===== config.mk =====
export PLATFORM = sky130hd
export DESIGN_NAME = display_arbiter
export DESIGN_NICKNAME = d
export VERILOG_FILES = /design/src/rtl/display_arbiter.sv
export SDC_FILE = /design/constraint.sdc
export NUM_CORES = 1
export LEC_CHECK = 0
export CORE_ASPECT_RATIO = 0.6
export CORE_UTILIZATION = 58
export DETAILED_ROUTE_END_ITERATION = 10
export PLACE_DENSITY_LB_ADDON = 0.05
export SLEW_MARGIN = 30
export SYNTH_ARGS = -nofsm -noshare
export SYNTH_HDL_FRONTEND = slang
export SYNTH_SLANG_ARGS = --single-unit

===== constraint.sdc =====
create_clock -name clk -period 5.06 [get_ports clk]
set_clock_uncertainty 0.2 [all_clocks]
set_input_delay 0.759 -clock clk [delete_from_list [all_inputs] [get_ports clk]]
set_output_delay 0.759 -clock clk [all_outputs]
set_load 0.02 [all_outputs]

===== src/rtl/display_arbiter.sv =====
// Arbitrates a 4-digit display between one alert channel and two
// rotating normal channels, with saturation of values above 9999.
module display_arbiter #(
  parameter int unsigned DWELL      = 50_000_000,
  parameter int unsigned ALERT_HOLD = 100_000_000
) (
  input  logic        clk,
  input  logic        rst_n,
  input  logic [2:0]  req,
  input  logic [15:0] val0,
  input  logic [15:0] val1,
  input  logic [15:0] val2,
  output logic [2:0]  grant,
  output logic [15:0] disp_value,
  output logic        disp_blank,
  output logic        clip
);

  localparam int unsigned DW_W = (DWELL > 1) ? $clog2(DWELL) : 1;
  localparam int unsigned AH_W = (ALERT_HOLD > 1) ? $clog2(ALERT_HOLD) : 1;
  localparam logic [DW_W-1:0] DWELL_LAST = DW_W'(DWELL - 1);
  localparam logic [AH_W-1:0] HOLD_LAST  = AH_W'(ALERT_HOLD - 1);
  localparam logic [15:0]     DISP_MAX   = 16'd9999;

  typedef enum logic [1:0] {
    IDLE  = 2'd0,
    SHOW  = 2'd1,
    ALERT = 2'd2
  } state_e;

  // Normal channel select: 0 = channel 1, 1 = channel 2.
  state_e          state_q, state_d;
  logic            cur_q, cur_d;
  logic            last_q, last_d;
  logic [DW_W-1:0] dwell_q, dwell_d;
  logic [AH_W-1:0] hold_q, hold_d;

  logic [2:0]      grant_q, grant_d;
  logic [15:0]     value_q, value_d;
  logic            blank_q, blank_d;
  logic            clip_q, clip_d;

  logic            req_cur, req_oth, req_last, req_nlast;
  logic [15:0]     sel_val;

  assign req_cur   = cur_q  ? req[2] : req[1];
  assign req_oth   = cur_q  ? req[1] : req[2];
  assign req_last  = last_q ? req[2] : req[1];
  assign req_nlast = last_q ? req[1] : req[2];

  // State, channel bookkeeping and registered outputs.
  always_ff @(posedge clk or negedge rst_n) begin
    if (!rst_n) begin
      state_q <= IDLE;
      cur_q   <= 1'b1;
      last_q  <= 1'b1;
      dwell_q <= '0;
      hold_q  <= '0;
      grant_q <= 3'b000;
      value_q <= 16'd0;
      blank_q <= 1'b1;
      clip_q  <= 1'b0;
    end else begin
      state_q <= state_d;
      cur_q   <= cur_d;
      last_q  <= last_d;
      dwell_q <= dwell_d;
      hold_q  <= hold_d;
      grant_q <= grant_d;
      value_q <= value_d;
      blank_q <= blank_d;
      clip_q  <= clip_d;
    end
  end

  // Next-state logic: alert priority, dwell rotation, alert minimum hold.
  always_comb begin
    state_d = state_q;
    cur_d   = cur_q;
    last_d  = last_q;
    dwell_d = dwell_q;
    hold_d  = hold_q;
    unique case (state_q)
      IDLE: begin
        if (req[0]) begin
          state_d = ALERT;
          hold_d  = '0;
        end else if (req[1] || req[2]) begin
          state_d = SHOW;
          cur_d   = (req[1] && req[2]) ? ~last_q : req[2];
          last_d  = (req[1] && req[2]) ? ~last_q : req[2];
          dwell_d = '0;
        end
      end
      SHOW: begin
        if (req[0]) begin
          state_d = ALERT;
          hold_d  = '0;
          dwell_d = '0;
        end else if (!req_cur) begin
          dwell_d = '0;
          if (req_oth) begin
            cur_d  = ~cur_q;
            last_d = ~cur_q;
          end else begin
            state_d = IDLE;
          end
        end else if (dwell_q == DWELL_LAST) begin
          dwell_d = '0;
          if (req_oth) begin
            cur_d  = ~cur_q;
            last_d = ~cur_q;
          end
        end else begin
          dwell_d = dwell_q + DW_W'(1);
        end
      end
      ALERT: begin
        if (hold_q != HOLD_LAST) begin
          hold_d = hold_q + AH_W'(1);
        end else if (!req[0]) begin
          hold_d  = '0;
          dwell_d = '0;
          if (req_last) begin
            state_d = SHOW;
            cur_d   = last_q;
          end else if (req_nlast) begin
            state_d = SHOW;
            cur_d   = ~last_q;
            last_d  = ~last_q;
          end else begin
            state_d = IDLE;
          end
        end
      end
      default: begin
        state_d = IDLE;
        dwell_d = '0;
        hold_d  = '0;
      end
    endcase
  end

  // Output decode from the current state; value saturates at 9999.
  always_comb begin
    grant_d = 3'b000;
    value_d = 16'd0;
    blank_d = 1'b1;
    clip_d  = 1'b0;
    sel_val = 16'd0;
    unique case (state_q)
      SHOW: begin
        grant_d = cur_q ? 3'b100 : 3'b010;
        sel_val = cur_q ? val2 : val1;
        blank_d = 1'b0;
      end
      ALERT: begin
        grant_d = 3'b001;
        sel_val = val0;
        blank_d = 1'b0;
      end
      default: begin
        grant_d = 3'b000;
      end
    endcase
    if (!blank_d) begin
      if (sel_val > DISP_MAX) begin
        value_d = DISP_MAX;
        clip_d  = 1'b1;
      end else begin
        value_d = sel_val;
      end
    end
  end

  assign grant      = grant_q;
  assign disp_value = value_q;
  assign disp_blank = blank_q;
  assign clip       = clip_q;

endmodule

==> reports/results.md <==
Clock tree
- 9 — total clock buffers created by CTS
- 0 — hold-fix buffer count after cts
- 0 — Post-CTS Setup Repair Bufs
- 340 ps — insertion delay of the later-clocked pin in the worst-skew pair
- 0 — post-cts repair resize count
- 60 ps — clock transition at the registers of the reported paths
- 3 — htree depth
- clkbuf_16 — cell at the root of the clock tree
- done — clock tree from TritonCTS
- 2 — buffer depth of the longest clock path
- 78 — total clock sinks

Detailed routing
- 4880 µm — wire length on met2
- 5370 µm — Met1 Routed Length
- 11,400 µm — total wire length
- 0 — residual DRC count
- 1020 µm — met3 routed WL
- 17.1 µm — routed length per instance
- 4,095 — via count of the routed design
- 5 — number of iterations in the first detailed-routing pass
- 6.16 — vias per std cell
- 0 — number of nets with antenna violations after routing
- met4 — top layer used by detailed routing
- 358 — first-iteration detailed-routing DRC count

STA
- 0.313 — max-slew headroom at the worst pin
- 0.306 GHz — peak clock frequency supported by timing
- 3260 ps — final worst path period need
- 1020 ps — slew at the pin with the worst max-slew slack
- 0 ps — Total Negative Setup Slacks
- 0 — Max Slew Vio Count
- 0 — Final Setup Violations
- 0 — hold violation total from the final report
- 0.645 — period utilisation layout
- no — setup repair after global routing missed its margin

Worst setup path
- 3310 ps — WP data arrival
- flip-flop — sort of element at the end of the critical path
- 5110 ps — critical path required time
- 1870 ps — Reg2Reg Setup Slack
- input pin — crit start category
- input pin to flip-flop — critical path class
- dwell_q[22] — reg-to-reg critical path endpoint
- 7 — number of cells traversed by the worst register-to-register path
- 21 — maximum fanout along the worst path
- dwell_q[0] — worst r2r src

Synthesis
- 0.436 — sequential area share after synthesis
- 78 — post-synthesis register bit count
- 75 x dfrtp_1, 46 x nand2_1, 42 x nor2_1 — most used standard cells in the synthesized netlist
- 0.00448 mm² — cell area after synthesis
- 64 — distinct cell type count after synthesis
- dfrtp_1 — most used flip-flop cell after synthesis
- dfrtp_1 42%, o21ai_0 4.0%, nand2_1 3.9% — ranking of synthesized cells by area
- 0 — number of enable-type register cells in the synthesized netlist
- 491 — number of standard cells after synthesis
- 1.00 — fraction of registers with async set/reset
- 9.13 µm² — synthesized area divided by synthesized cell count
- dfrtp_1 — library cell with the largest summed area after synthesis
- dfrtp_1 — most common cell in the synthesized netlist
- 0 — yosys warns
- 0.419 — top-area cell type share of the netlist area

Pwr
- 0.361 — Sw Ratio
- 2.29 nW — P_leak
- 0.334 — part of the total power dissipated in sequential elements
- 0.384 — portion of total power attributed to combinational logic
- 0.214 mV — Max VDD drop
- 1.48 mW — internal cell power
- 836 µW — net switching component of the power
- 0.282 — clock power share
- 416 mW/mm² — cell area power density

GRT
- 3,811 — via count of the first global-routing pass
- 0.302 — GR Util All Layers
- 0 — grt total ovfl
- 79 — maximum number of pins on one net before global-route repair
- 0 — initial antenna violation count
- 19,000 µm — global-route wire length before repair

Hold path
- input pin to asynchronous set/reset pin — path category of the worst min-delay check

Run status
- complete, no violations — outcome

Finish
- 0.756 — Core Util, Final
- 0.0909 — share of cells above drive strength 1
- 616 — Final nets
- 665 — Final Non-Filler Cells
- 24.1% — synth-to-layout area growth
- 544 — Layout fillers
- 0 — antenna cells

Place
- 73 — count of port buffers added during placement
- 7910 µm — HPWL after detailed placement
- 649 — dpl cells
- 0.906 — Routability Congestion

Floorplanning
- 0.00736 mm² — core area
- 70.1 µm — Die Ht
- 115 µm — die boundary width
- 24 — std cell rows
- 0.609 — starting utilization of the core area
- 74 — # IOs
- 0.00809 mm² — DIE AREA

Job
- 0 — maxcap violations

==> worst max-delay path: stages <==
cell             delay [ps]
clkdlybuf4s50_1         690
mux2i_1                 130
or3_1                   650
nor3_4                  710
nand2_1                 140
o31ai_1                 220
==> cell families after synthesis <==
kind of cell    synth area share
other cells             0.000837
flops                      0.436
compound gates             0.164
simple gates               0.266
fa+ha+maj                 0.0195
xor+xnor                  0.0410
buf+inv                   0.0355
mux                       0.0369
==> power groups by stage <==
stage | Combinational [mW] | Clock (mW) | Sequential (mW)
final | 0.890 | 0.653 | 0.774
after global routing | 0.972 | 0.691 | 0.782
after CTS | 0.886 | 0.656 | 0.772
after detailed placement | 0.877 | 0 | 0.783
after global placement | 0.862 | 0 | 0.780
after floorplan | 0.542 | 0 | 0.822
==> per-layer routing <==
| layer | global-route usage | vias to the layer above |
|---|---|---|
| li1 | - | 1934 |
| met1 | 0.445 | 1970 |
| met2 | 0.434 | 175 |
| met3 | 0.0851 | 16 |
| met4 | 0.0808 | 0 |
| met5 | 0 | - |
==> sequential cells by signal, summed over array words and instances (netlist names) <==
register / cells
hold_q: 27
state_q: 2
dwell_q: 26
last_q: 1
cur_q: 1
disp_blank: 1
clip: 1
grant: 3
disp_value: 16
==> how the worst max path moves through the flow <==
stage	from	end	slack (ps)
final	req[2]	dwell_q[21]	1800
after global routing	req[2]	dwell_q[3]	1550
after global placement	req[2]	dwell_q[21]	1560
after detailed placement	req[2]	dwell_q[21]	1500
after floorplan	state_q[0]	hold_q[5]	2560
after CTS	req[2]	dwell_q[21]	1850
==> layout make-up <==
class	count	area [µm²]	share of cell area
Sequential cell	78	1960	0.351
Clock inverter	4	45.0	0.00810
Inverter	12	45.0	0.00810
Tap cell	104	130	0.0234
Clock buffer	12	256	0.0461
Timing Repair Buffer	76	754	0.136
Multi-Input combinational cell	379	2380	0.427
==> layout by cell type (no fill, tap or decap), types with 5 or more instances in the layout <==
| cell | count |
|---|---|
| clkbuf_16 | 9 |
| o21ai_1 | 10 |
| a22oi_1 | 9 |
| inv_1 | 11 |
| nor2_1 | 42 |
| ha_1 | 7 |
| and3_1 | 13 |
| a22o_1 | 8 |
| o21ai_0 | 36 |
| o31ai_1 | 6 |
| nor3_1 | 17 |
| nand4_1 | 16 |
| xnor2_1 | 6 |
| mux2_2 | 12 |
| a21oi_1 | 18 |
| nand2_1 | 46 |
| nand3_1 | 30 |
| and2_1 | 7 |
| and4_1 | 5 |
| nor3b_1 | 6 |
| xor2_1 | 15 |
| clkdlybuf4s50_1 | 72 |
| nor4_1 | 9 |
| dfrtp_1 | 75 |
==> stage by stage <==
stage | power (mW) | cell area, µm² | worst slack (ps) | hold WS (ps)
2_1_floorplan | 1.36 | 4490 | 2560 | 256
3_3_place_gp | 1.64 | 5250 | 1560 | 280
3_5_place_dp | 1.66 | 5250 | 1500 | 293
4_1_cts | 2.32 | 5550 | 1850 | 299
5_1_grt | 2.44 | 5560 | 1550 | 313
6_report | 2.32 | 5560 | 1800 | 251
Power figures use the tool's default switching activity.
